--- src/rtl/hazard_stall_ctrl_if.sv ---
// -----------------------------------------------------------------------------
// hazard_stall_ctrl_if
//   Bundles the pipeline-side signals of the hazard/stall controller.
//
//   IR_D, IR_E, IR_M : instructions currently in ID, EX and MEM (pipeline -> ctrl)
//   stall            : hold PC and IF/ID this cycle             (ctrl -> pipeline)
//   flush_E          : load NOP into ID/EX this cycle           (ctrl -> pipeline)
//   md_start         : one-cycle start pulse to the MDU         (ctrl -> MDU)
//   md_op            : MDU op 0 mult, 1 multu, 2 div, 3 divu    (ctrl -> MDU)
//   md_busy          : MDU countdown nonzero                    (ctrl -> pipeline)
//   stall_cycles     : saturating count of stalled cycles       (ctrl -> perf)
//
//   master : the pipeline side, drives the instruction registers.
//   slave  : the hazard controller.
// -----------------------------------------------------------------------------
interface hazard_stall_ctrl_if;
    logic [31:0] IR_D;
    logic [31:0] IR_E;
    logic [31:0] IR_M;
    logic        stall;
    logic        flush_E;
    logic        md_start;
    logic [1:0]  md_op;
    logic        md_busy;
    logic [31:0] stall_cycles;

    modport master (
        output IR_D, IR_E, IR_M,
        input  stall, flush_E, md_start, md_op, md_busy, stall_cycles
    );

    modport slave (
        input  IR_D, IR_E, IR_M,
        output stall, flush_E, md_start, md_op, md_busy, stall_cycles
    );
endinterface

--- src/rtl/hazard_stall_ctrl.sv ---
// -----------------------------------------------------------------------------
// hazard_stall_ctrl
//   Hazard controller for the 5-stage MIPS pipeline. Detects dependencies that
//   the bypass network cannot cover (load-use, branch/jr on a not-yet-available
//   result, MDU results still in flight), freezes PC and IF/ID and bubbles
//   ID/EX. Also sequences the multi-cycle multiply/divide unit and keeps a
//   saturating stall-cycle performance counter.
//
// Ports
//   clk    : pipeline clock, rising edge
//   reset  : synchronous, active-high reset
//   bus    : hazard_stall_ctrl_if.slave (IR_D/IR_E/IR_M in; stall, flush_E,
//            md_start, md_op, md_busy, stall_cycles out)
//
// Parameters
//   MULT_CYCLES : busy cycles after a mult/multu start (1..15)
//   DIV_CYCLES  : busy cycles after a div/divu start (1..15)
//   CNT_W       : width of the MDU countdown; holds max(MULT_CYCLES, DIV_CYCLES)
// -----------------------------------------------------------------------------
module hazard_stall_ctrl #(
    parameter int MULT_CYCLES = 5,
    parameter int DIV_CYCLES  = 10,
    parameter int CNT_W       = 4
) (
    input  logic                 clk,
    input  logic                 reset,
    hazard_stall_ctrl_if.slave   bus
);

    localparam logic [5:0] OP_RTYPE = 6'b000000;
    localparam logic [5:0] OP_LW    = 6'b100011;
    localparam logic [5:0] OP_SW    = 6'b101011;
    localparam logic [5:0] OP_BEQ   = 6'b000100;
    localparam logic [5:0] OP_ORI   = 6'b001101;
    localparam logic [5:0] OP_LUI   = 6'b001111;
    localparam logic [5:0] FN_JR    = 6'b001000;

    // Instruction classes relevant to hazard detection.
    typedef struct packed {
        logic ld;
        logic st;
        logic beq;
        logic jr;
        logic cal_i;
        logic md_st;   // mult/multu/div/divu
        logic md_rd;   // mfhi/mflo
        logic md_wr;   // mthi/mtlo
        logic cal_r;
    } dec_t;

    function automatic dec_t decode(input logic [31:0] ir);
        logic [5:0] op;
        logic [5:0] fn;
        logic       r;
        dec_t       d;
        op      = ir[31:26];
        fn      = ir[5:0];
        r       = (op == OP_RTYPE);
        d       = '0;
        d.ld    = (op == OP_LW);
        d.st    = (op == OP_SW);
        d.beq   = (op == OP_BEQ);
        d.jr    = r && (fn == FN_JR);
        d.cal_i = (op == OP_ORI) || (op == OP_LUI);
        d.md_st = r && (fn[5:2] == 4'b0110);
        d.md_rd = r && ((fn == 6'b010000) || (fn == 6'b010010));
        d.md_wr = r && ((fn == 6'b010001) || (fn == 6'b010011));
        // 0100xx covers all four hi/lo moves; func 0 is sll/NOP and is ignored.
        d.cal_r = r && (fn != 6'b000000) && (fn != FN_JR) &&
                  (fn[5:2] != 4'b0110) && (fn[5:2] != 4'b0100);
        return d;
    endfunction

    // A used source that names a nonzero register equal to the producer target.
    function automatic logic src_hit(input logic used, input logic [4:0] src,
                                     input logic [4:0] tgt);
        return used && (src != 5'd0) && (src == tgt);
    endfunction

    dec_t             dec_d, dec_e, dec_m;
    logic [4:0]       rs_d, rt_d;
    logic             rs_used, rt_used;
    logic [4:0]       dest_e;
    logic             branch_d;
    logic             stall_load_use, stall_br_alu, stall_br_load, stall_mdu;
    logic             stall;
    logic             md_start;
    logic             md_busy;

    logic [CNT_W-1:0] cnt_q, cnt_d;
    logic [31:0]      stall_cycles_q, stall_cycles_d;

    // NOTE: every signal written in an always_comb gets a default first, so no
    // path through the block leaves it unassigned and no latch is inferred.
    always_comb begin
        dec_d    = decode(bus.IR_D);
        dec_e    = decode(bus.IR_E);
        dec_m    = decode(bus.IR_M);
        rs_d     = bus.IR_D[25:21];
        rt_d     = bus.IR_D[20:16];

        rs_used  = dec_d.beq | dec_d.jr | dec_d.cal_r | dec_d.cal_i |
                   dec_d.ld  | dec_d.st | dec_d.md_st | dec_d.md_wr;
        rt_used  = dec_d.beq | dec_d.cal_r | dec_d.st | dec_d.md_st;
        branch_d = dec_d.beq | dec_d.jr;

        // Register 0 as destination means "no result", so it never matches.
        dest_e = 5'd0;
        if (dec_e.cal_r || dec_e.md_rd) begin
            dest_e = bus.IR_E[15:11];
        end else if (dec_e.cal_i) begin
            dest_e = bus.IR_E[20:16];
        end

        md_start = dec_e.md_st;
        md_busy  = (cnt_q != '0);

        stall_load_use = dec_e.ld &&
                         (src_hit(rs_used, rs_d, bus.IR_E[20:16]) ||
                          src_hit(rt_used, rt_d, bus.IR_E[20:16]));
        stall_br_alu   = branch_d &&
                         (src_hit(rs_used, rs_d, dest_e) ||
                          src_hit(rt_used, rt_d, dest_e));
        stall_br_load  = branch_d && dec_m.ld &&
                         (src_hit(rs_used, rs_d, bus.IR_M[20:16]) ||
                          src_hit(rt_used, rt_d, bus.IR_M[20:16]));
        // md_start covers the cycle before the countdown is loaded.
        stall_mdu      = (dec_d.md_st | dec_d.md_rd | dec_d.md_wr) &&
                         (md_start || md_busy);

        stall = stall_load_use | stall_br_alu | stall_br_load | stall_mdu;

        cnt_d = cnt_q;
        if (md_start) begin
            cnt_d = bus.IR_E[1] ? CNT_W'(DIV_CYCLES) : CNT_W'(MULT_CYCLES);
        end else if (cnt_q != '0) begin
            cnt_d = cnt_q - CNT_W'(1);
        end

        stall_cycles_d = stall_cycles_q;
        if (stall && (stall_cycles_q != 32'hFFFF_FFFF)) begin
            stall_cycles_d = stall_cycles_q + 32'd1;
        end
    end

    // NOTE: state registers use non-blocking assignments so every flop samples
    // the pre-edge values regardless of process ordering.
    always_ff @(posedge clk) begin
        if (reset) begin
            cnt_q          <= '0;
            stall_cycles_q <= '0;
        end else begin
            cnt_q          <= cnt_d;
            stall_cycles_q <= stall_cycles_d;
        end
    end

    assign bus.stall        = stall;
    assign bus.flush_E      = stall;
    assign bus.md_start     = md_start;
    assign bus.md_op        = bus.IR_E[1:0];
    assign bus.md_busy      = md_busy;
    assign bus.stall_cycles = stall_cycles_q;

endmodule

--- src/flat_wrapper.sv ---
// flat-port wrapper written by rule: the top's interface ports become plain ports
module hazard_stall_ctrl_flat 
#(
    parameter int MULT_CYCLES = 5,
    parameter int DIV_CYCLES  = 10,
    parameter int CNT_W       = 4
)
  (clk, reset, bus_IR_D, bus_IR_E, bus_IR_M, bus_stall, bus_flush_E, bus_md_start, bus_md_op, bus_md_busy, bus_stall_cycles);
  hazard_stall_ctrl_if bus_i ();
  input  logic clk;
  input  logic reset;
  input wire logic [$bits(bus_i.IR_D)-1:0] bus_IR_D;
  input wire logic [$bits(bus_i.IR_E)-1:0] bus_IR_E;
  input wire logic [$bits(bus_i.IR_M)-1:0] bus_IR_M;
  output wire logic [$bits(bus_i.stall)-1:0] bus_stall;
  output wire logic [$bits(bus_i.flush_E)-1:0] bus_flush_E;
  output wire logic [$bits(bus_i.md_start)-1:0] bus_md_start;
  output wire logic [$bits(bus_i.md_op)-1:0] bus_md_op;
  output wire logic [$bits(bus_i.md_busy)-1:0] bus_md_busy;
  output wire logic [$bits(bus_i.stall_cycles)-1:0] bus_stall_cycles;
  assign bus_i.IR_D = bus_IR_D;
  assign bus_i.IR_E = bus_IR_E;
  assign bus_i.IR_M = bus_IR_M;
  assign bus_stall = bus_i.stall;
  assign bus_flush_E = bus_i.flush_E;
  assign bus_md_start = bus_i.md_start;
  assign bus_md_op = bus_i.md_op;
  assign bus_md_busy = bus_i.md_busy;
  assign bus_stall_cycles = bus_i.stall_cycles;
  hazard_stall_ctrl #(.MULT_CYCLES(MULT_CYCLES), .DIV_CYCLES(DIV_CYCLES), .CNT_W(CNT_W)) u_core (.clk(clk), .reset(reset), .bus(bus_i));
endmodule
--- config.mk ---
export PLATFORM = sky130hd
export DESIGN_NAME = hazard_stall_ctrl_flat
export DESIGN_NICKNAME = d
export VERILOG_FILES = /design/src/rtl/hazard_stall_ctrl_if.sv /design/src/rtl/hazard_stall_ctrl.sv /design/src/flat_wrapper.sv
export SDC_FILE = /design/constraint.sdc
export NUM_CORES = 1
export LEC_CHECK = 0
export BUFFER_PORTS_ARGS = -buffer_cell sky130_fd_sc_hd__buf_2
export CORE_MARGIN = 2
export CORE_UTILIZATION = 48
export DETAILED_ROUTE_END_ITERATION = 12
export PLACE_DENSITY = 0.93
export SETUP_SLACK_MARGIN = 0.02
export SLEW_MARGIN = 10
export SYNTH_ARGS = -nofsm -noshare
export SYNTH_HDL_FRONTEND = slang
export SYNTH_SLANG_ARGS = --single-unit
--- constraint.sdc ---
create_clock -name clk -period 2.8 [get_ports clk]
set_input_delay 0.14 -clock clk [delete_from_list [all_inputs] [get_ports clk]]
set_output_delay 0.14 -clock clk [all_outputs]
set_load 0.02 [all_outputs]
* After elaboration in Yosys (flattened, before gate mapping)
Cells that the tools add are included.
Word-level totals: bits of input ports 98, output and inout port bits 38, register bits after elaboration 36
Operators by class: add/sub/neg operators 2, equality and inequality tests 31, reductions and logical operators 46, muxes and demuxes 5, bitwise gates (word level) 15
Operators with widths (count):
- equality test 6 x 5 -> 1 bit, second input constant | 6
- adder 32 x 1 -> 32 bit, second input constant | 1
- inequality test 32 bit, second input constant | 1
- equality test 5 bit | 6
- equality test 6 x 4 -> 1 bit, second input constant | 5
- logical AND 1 bit | 28
- equality test 6 bit, second input constant | 4
- inequality test 4 x 3 -> 1 bit, second input constant | 4
- OR 1 bit | 15
- logical NOT 6 bit | 2
- 2-to-1 mux 4 bit | 3
- inequality test 6 x 4 -> 1 bit, second input constant | 2
- nonzero test 6 bit | 2
- logical OR 1 bit | 10
- 2-to-1 mux 5 bit | 2
- nonzero test 5 bit | 2
- equality test 4 x 3 -> 1 bit, second input constant | 2
- equality test 6 x 3 -> 1 bit, second input constant | 1
- nonzero test 4 bit | 1
- subtractor 4 x 1 -> 4 bit, second input constant | 1
- nonzero test 2 bit | 1

* Logic depth before layout (Yosys ltp)
Gate-level depths: netlist (run 1).
depth after elaboration 19, gate-level depth with buffers 11, mapped depth without buffers 10

* Worst setup path before layout (run 1)
No wires, ideal clock.
path kind reg-to-reg, start point register u_core.stall_cycles_q[6], in the netlist u_core.bus.stall_cycles[6], end point register u_core.stall_cycles_q[11], in the netlist u_core.bus.stall_cycles[11], setup time 0.123 ns, path buffers 1, period minus slack after synthesis 2.605 ns, data arrival time 2.482 ns, stages on the path, launching flop included 11, setup slack 0.195 ns, path through dfxtp_1 -> and3_1 -> nand4_1 -> nor4_1 -> nand4_1 -> o21ba_2 -> o21ai_0 -> nand2_1 -> buf_2 -> and3_1 -> mux2_1
Between the ends: longest elaborated chain between the ends 2, elaborated cells on any way between the ends 3, those cells by class add/sub: 1; eq/ne: 1; reduce/logical: 1
Ends and longest elaborated chain:
- start, declared | line hazard_stall_ctrl.sv:91 | logic [31:0] stall_cycles_q, stall_cycles_d;
- start signal, assigned | line hazard_stall_ctrl.sv:154 | stall_cycles_q <= stall_cycles_d;
- parallel branches: the longest is 2 deep, another holds adder 32 x 1 -> 32 bit
Parallel ways; which one is timed is not known. A chain may end at the register's enable or synchronous reset.

* Worst setup path after layout (run 1)
start point register u_core.stall_cycles_q[8], in the netlist u_core.bus.stall_cycles[8], end point register u_core.stall_cycles_q[11], in the netlist u_core.bus.stall_cycles[11]
Same word-level chain as after synthesis.

==> results.yml, run 1 <==
worst_setup_path:
  rr_worst_depth: 9
  cp.required_ns: 2.98
  r2r_slack_ns: 0.11
  worstPathMaxFanout: 10
  crit_start: "u_core.bus.stall_cycles[8]"
  crit_end: "u_core.bus.stall_cycles[11]"
  r2r-start: "u_core.bus.stall_cycles[8]"
  end_kind: "flop"
  worstReg2RegEnd: "u_core.bus.stall_cycles[11]"
  critical_path_class: "reg -> reg"
  critPathLaunchType: "flop"
  crit_arrival_ns: 2.86
grt:
  grt_overflow_total: 0
  antenna_found_initial: 0
  grt_util_all_layers_pct: 25.66
  grt_max_degree: 49
  grt_pass1_vias: 3025
  grt_pass1_wl_um: 13590
pwr:
  irDropWorstVdd_mv: 0.3988
  fin_total_pwr_w: 0.001310
  cellLeakagePower_nw: 1.586
  power_density_nw_per_um2: 358.6
clock_network:
  ctsHoldBuffers: 0
  cts_made_buffers: 5
  cts_tree: "yes"
  worstSkewPairLatency_ns: 0.29
  cts_root_buffer: "clkbuf_8"
  clk_pin_slew_ns: 0.07
  clk_path_buf_depth: 2
  clock_sinks: 36
  cts.htree.levels: 2
placement:
  post_dp_cell_area_sq_um: 3533
  dpl_worst_slack_ns: -0.02289
  place.gp.congestion: 0.9065
  io_buffers: 94
  hpwl_um: 6399
yosys:
  syn_inst: 377
  synthesis.area_per_instance_sq_um: 7.813
  synth-seq-area-share_pct: 24.47
  async_flop_share_pct: 0
  synth_enable_flop_cells: 0
  synth_cell_types: 67
  syn_nets: 478
  synth_ff_type: "dfxtp_1"
  syn_area_sq_um: 2945
  ys_seq_elements: 36
  yosysWarnings: 0
route:
  wl_per_cell_um: 15.25
  vias_per_cell: 5.944
  drt-pass1-iter-count: 5
  wirelength_um: 8463
  ant_nets: 0
  drcViolationCount: 0
  drtIter0Drc: 274
  vias: 3299
die:
  core.rowCount: 28
  die-height_um: 82.34
  fp.dieW_um: 82.34
  ios: 136
  core_area_sq_um: 5921
  die_area_sq_um: 6779
  start_util_pct: 49.75
timing:
  setup_ws_ns: 0.1150
  setup_viol: 0
  fmax_mhz: 372.4
  rsz0062_at_grt: "true"
  period_share_pct: 95.89
  finClkSkew_ns: 0.001976
  slew_headroom_pct: 47.01
  hold_viol: 0
  worst_pin_slew_ns: 0.7948
  min_period_ns: 2.685
  final_max_slew_viol_count: 0
layout:
  final_util_pct: 61.71
  syn_to_final_growth_pct: 24.04
  fin_area_sq_um: 3654
  fin_nets: 581
  antenna_cells: 0
  drive_gt1_share_pct: 29.79
run_status:
  status: "finished clean"
run:
  max_cap_violations: 0
min_path:
  hold_class: "in -> reg"
## flip-flops by register name (all words and copies together), names as in the netlist
signal and flops:
u_core.bus.stall_cycles 32, u_core.cnt_q 4
## layout by cell type, fill, tap and decap left out, drive strengths merged, types with 9 or more instances in the layout
cell	instances
inv	19
buf	109
nand2	23
o21ai	13
nand3	19
and3	20
nand4	17
nor2b	15
nor3	10
dfxtp	36
nor2	40
xnor2	16
a21oi	19
mux2	9
xor2	9
nand2b	14
nor4	10
## final cells by class
cell class | count | area [sq um]
timing repair buffer | 109 | 583.1
sequential | 36 | 720.7
fill | 532 | 2267
tap | 75 | 93.84
inverter | 19 | 71.32
clock buffer | 7 | 96.34
multi-input combinational | 309 | 2088
## critical path, cell delays in order (launching register included)
cell and delay, ns:
dfxtp_1 0.34, and3_1 0.24, nand4_1 0.18, nor4_2 0.38
nand4_1 0.18, o21ba_2 0.22, o21ai_0 0.16, nand2_2 0.25
and3_1 0.27, mux2_1 0.33
## power by group
group | internal [W] | total, W | switching (W)
Sequential | 0.000534 | 0.000551 | 0.0000172
Combinational | 0.000145 | 0.000355 | 0.000210
Clock | 0.000219 | 0.000404 | 0.000185
## Yosys cell counts, drive strengths merged, types with 2 or more instances
library cell  count  area, sq um
nor4b             2        17.52
a31o              3        26.28
a21oi            19        95.09
o22ai             4        25.02
or4               3        22.52
nand2            23        93.84
a211o             2        17.52
o21ai            13        68.81
nor2             40        150.1
dfxtp            36        720.7
buf               6        46.29
a311oi            2        35.04
nand3            19        95.09
ha                3        37.54
and3             20        125.1
nor3             10        65.06
nand3b            3        22.52
o2111ai           5        50.04
a22oi             2        15.01
a221oi            3        26.28
and2              6        42.54
mux2              9        101.4
o21bai            2        18.77
nor4             10        107.6
nand2b           14        90.09
nor2b            15        93.84
a21bo             3        30.03
xor2              9        78.83
a211oi            4        35.03
xnor2            16        140.1
nor3b             3        22.52
or3               5        31.28
clkbuf            7        27.52
o211ai            4        30.03
nand4            17        112.6
inv              19        71.31
a32oi             2        17.52
a2111oi           3        35.03
## logic make-up after synthesis
logic type | after synthesis | share of synthesized area (%)
and+or+nand+nor | 192 | 37.68
AOI/OAI and AO/OA | 79 | 20.43
DFF | 36 | 24.47
buffers and inverters | 32 | 4.927
xor gates and xnor gates | 25 | 7.434
muxes | 10 | 3.781
adders and majority gates | 3 | 1.275
## how the worst min path moves through the flow
stage | start | end | slack [ns] | depth (start not counted)
after floorplan | bus_IR_E[1] | u_core.cnt_q[3] | 0.30 | 2
after global placement | bus_IR_E[1] | u_core.cnt_q[3] | 0.46 | 3
after detailed placement | bus_IR_E[1] | u_core.cnt_q[1] | 0.47 | 3
after CTS | bus_IR_E[1] | u_core.cnt_q[1] | 0.16 | 3
after global routing | bus_IR_E[1] | u_core.cnt_q[1] | 0.18 | 3
final | bus_IR_E[1] | u_core.cnt_q[1] | 0.16 | 3
## routing by layer
| layer | track usage [%] | wire length [um] | vias up |
|---|---|---|---|
| li1 | - | - | 1596 |
| met1 | 31.72 | 3584 | 1547 |
| met2 | 42.98 | 4162 | 139 |
| met3 | 6.087 | 536 | 17 |
| met4 | 9.833 | 180 | 0 |
| met5 | 0 | 0 | - |
## repair_timing
item	4_1_cts	5_1_grt
setup buffers	0	2
pin swaps	0	2
gates resized for setup	1	1
endpoints found under the setup margin	1	9
## metrics by stage
stage / hold slack [ns] / cells / setup TNS [ns]
after floorplan: 0.2988 / 377 / 0
after global placement: 0.4573 / 546 / 0
after detailed placement: 0.4696 / 546 / -0.07203
after CTS: 0.1555 / 553 / 0
after global routing: 0.1805 / 555 / 0
final: 0.1614 / 555 / 0
No activity file was read; power rests on OpenSTA's default activity.
==> inputs of run 2 (changes only) <==
--- a/config.mk
+++ b/config.mk
@@ -5,13 +5,15 @@
 export SDC_FILE = /design/constraint.sdc
 export NUM_CORES = 1
 export LEC_CHECK = 0
+export ABC_AREA = 1
 export BUFFER_PORTS_ARGS = -buffer_cell sky130_fd_sc_hd__buf_2
 export CORE_MARGIN = 2
 export CORE_UTILIZATION = 48
 export DETAILED_ROUTE_END_ITERATION = 12
-export PLACE_DENSITY = 0.93
+export PLACE_DENSITY = 0.92
 export SETUP_SLACK_MARGIN = 0.02
 export SLEW_MARGIN = 10
 export SYNTH_ARGS = -nofsm -noshare
 export SYNTH_HDL_FRONTEND = slang
 export SYNTH_SLANG_ARGS = --single-unit
+export TNS_END_PERCENT = 10
==> run 2 against run 1 <==
Effect of this change: largest cell class unchanged; total power shrank 1.9%; sequential share of layout area grew 0.36 points; first-iteration DRC count shrank 23%; utilization shrank 1.8 points; critical endpoint is now bus_stall; final cell count grew 23%; routed wire length shrank 3.6%.
==> results.yml, run 2 <==
run_status:
  status: "finished clean"
clock_network:
  clk_path_buf_depth: 2
  worstSkewPairLatency_ns: 0.29
  cts.htree.levels: 2
  ctsResizeCount: 0
  cts_made_buffers: 5
  ctsHoldBuffers: 0
  clock_sinks: 36
  cts_root_buffer: "clkbuf_8"
  clk_pin_slew_ns: 0.07
  cts_tree: "yes"
  postCtsSetupBuffers: 0
pwr:
  irDropWorstVdd_mv: 0.6060
  combPwrFrac_pct: 29.4
  p_sw_share_pct: 32.84
  cellLeakagePower_nw: 1.917
  p_int_w: 0.0008630
  fin_total_pwr_w: 0.001285
  power_density_nw_per_um2: 358.1
  pwr-share-clk_pct: 27.7
  power.share.sequential_pct: 42.9
  p_switching_w: 0.0004221
worst_setup_path:
  worstReg2RegEnd: "u_core.bus.stall_cycles[30]"
  max_stage_delay_ns: 0.34
  cp.required_ns: 2.66
  end_kind: "output pin"
  cp_cell_sequence: "buf_2, nor2_4, nand2_1, nor2_2, nand3_1, nand2_1, nand3_1, nand2_1, nor2_1, nand3_1, nand2_1, nand2_1, nand2_1, nand2_1, nand2_2, buf_4, buf_2"
  critical_path_class: "in -> out"
  rr_worst_depth: 12
  r2r-start: "u_core.bus.stall_cycles[0]"
  crit_buf_inv: 3
  critPathSlowestCell: "nor2_2"
  worstPathMaxFanout: 17
  crit_top_cell: "nand2_1"
  path_delay_family: "simple AND/OR/NAND/NOR gates"
  cp_num_cells: 17
  r2r_slack_ns: 0.45
  crit_arrival_ns: 2.38
  critPathLaunchType: "input pin"
timing:
  fmax_mhz: 396.1
  min_period_ns: 2.525
  slew_headroom_pct: 35.49
  period_share_pct: 90.16
  rsz0062_at_grt: "false"
  final_max_slew_viol_count: 0
  hold_viol: 0
  worst_pin_slew_ns: 0.9666
  tns_ns: 0
  setup_viol: 0
  finClkSkew_ns: 0.005954
layout:
  final_common_cell: "nand2_1"
  final_cell_mix: "nand2_1, buf_2, inv_1, nand3_1, nor2_1"
  largest_reg_flops: 32
  antenna_cells: 0
  drive_gt1_share_pct: 19.31
  syn_to_final_growth_pct: 18.86
  regArea_sq_um: 720.7
  final_util_pct: 59.90
  nFillCells: 579
  fin_nets: 707
  final_cells: 681
  multiInputGateArea_sq_um: 1884
yosys:
  synthesis.area_per_instance_sq_um: 5.862
  synth_top_cell_by_area: "dfxtp_1"
  syn_inst: 515
  synth_area_leaders: "dfxtp_1, nand2_1, nand3_1"
  ys_seq_elements: 36
  synth_common_cells: "nand2_1, inv_1, nand3_1"
  synth_enable_flop_cells: 0
  syn_area_sq_um: 3019
  synth-seq-area-share_pct: 23.87
  yosysTopAreaCellShare_pct: 23.87
  synth_ff_type: "dfxtp_1"
  syn_nets: 616
  synth_cell_types: 37
  async_flop_share_pct: 0
  yosysWarnings: 0
  synth.most_common_cell: "nand2_1"
die:
  core.rowCount: 28
  fp.dieW_um: 83.31
  die-height_um: 83.31
  die_area_sq_um: 6941
  start_util_pct: 50.40
  core_area_sq_um: 5991
  ios: 136
grt:
  grt_util_all_layers_pct: 23.97
  grt_pass1_vias: 3383
  grt_max_degree: 33
  antenna_found_initial: 0
  grt_overflow_total: 0
  grt_pass1_wl_um: 14300
placement:
  place_inst: 674
  io_buffers: 94
  hpwl_um: 6441
  place.gp.congestion: 0.9540
route:
  wirelength_um: 8158
  drt-pass1-iter-count: 6
  ant_nets: 0
  wl_per_cell_um: 11.98
  drcViolationCount: 0
  vias_per_cell: 5.301
  drtIter0Drc: 210
  vias: 3610
min_path:
  min_path_cells: 2
  hold_class: "in -> reg"
  min_from: "reset"
  hold_path_end: "u_core.cnt_q[1]"
run:
  max_cap_violations: 0
==> run 2: cell count changes after synthesis, moves of 10 or more <==
cell	delta
xnor2_1	-10
a21oi_1	+10
nor2b_1	-15
nand4_1	+10
nand2b_1	-13
nand3_1	+59
and3_1	-19
nor2_1	+33
o21ai_0	-10
nand2_1	+93
inv_1	+60
==> run 2: per-layer routing <==
layer | track usage (%) | vias to the layer above | share of wire, %
met5 | 0 | - | 0
met1 | 29.53 | 1595 | 43
met3 | 4.970 | 17 | 7.0
met2 | 41.28 | 147 | 48
li1 | - | 1851 | -
met4 | 8.346 | 0 | 1.7
==> run 2: kinds of logic after synthesis <==
kind of cell | synth area share [%]
adders and majority gates | 1.243
AOI/OAI and AO/OA | 6.382
buffers and inverters | 13.72
and+or+nand+nor | 49.27
DFF | 23.87
xor gates and xnor gates | 5.512
==> run 2: through the flow <==
stage	area, sq um	setup WS [ns]	hold WS, ns
2_1_floorplan	3019	0.6626	0.2094
3_3_place_gp	3511	0.2961	0.3616
3_5_place_dp	3511	0.2234	0.3632
4_1_cts	3588	0.3008	0.06077
5_1_grt	3588	0.03014	0.08625
6_report	3588	0.2755	0.06664
==> run 2: how the worst max path moves through the flow <==
stage	end	start
floorplan	u_core.bus.stall_cycles[30]	u_core.bus.stall_cycles[0]
global placement	u_core.bus.stall_cycles[6]	bus_IR_E[31]
detailed placement	u_core.bus.stall_cycles[6]	bus_IR_E[31]
CTS	bus_stall	bus_IR_E[31]
global route	bus_stall	bus_IR_E[31]
finish	bus_stall	bus_IR_E[31]
==> run 2: power groups by stage <==
| stage | registers [W] | logic, W | clock network (W) |
|---|---|---|---|
| global route | 0.000555 | 0.000428 | 0.000380 |
| detailed placement | 0.000562 | 0.000370 | 0 |
| finish | 0.000551 | 0.000377 | 0.000356 |
| CTS | 0.000551 | 0.000374 | 0.000358 |
| floorplan | 0.000561 | 0.000249 | 0 |
| global placement | 0.000562 | 0.000348 | 0 |
==> run 2: layout make-up <==
class,instances,area share [%]
multi-input combinational,384,52.51
sequential,36,20.08
timing repair buffer,100,14.37
inverter,79,8.264
tap,75,2.615
clock buffer,6,2.022
clock inverter,1,0.1395
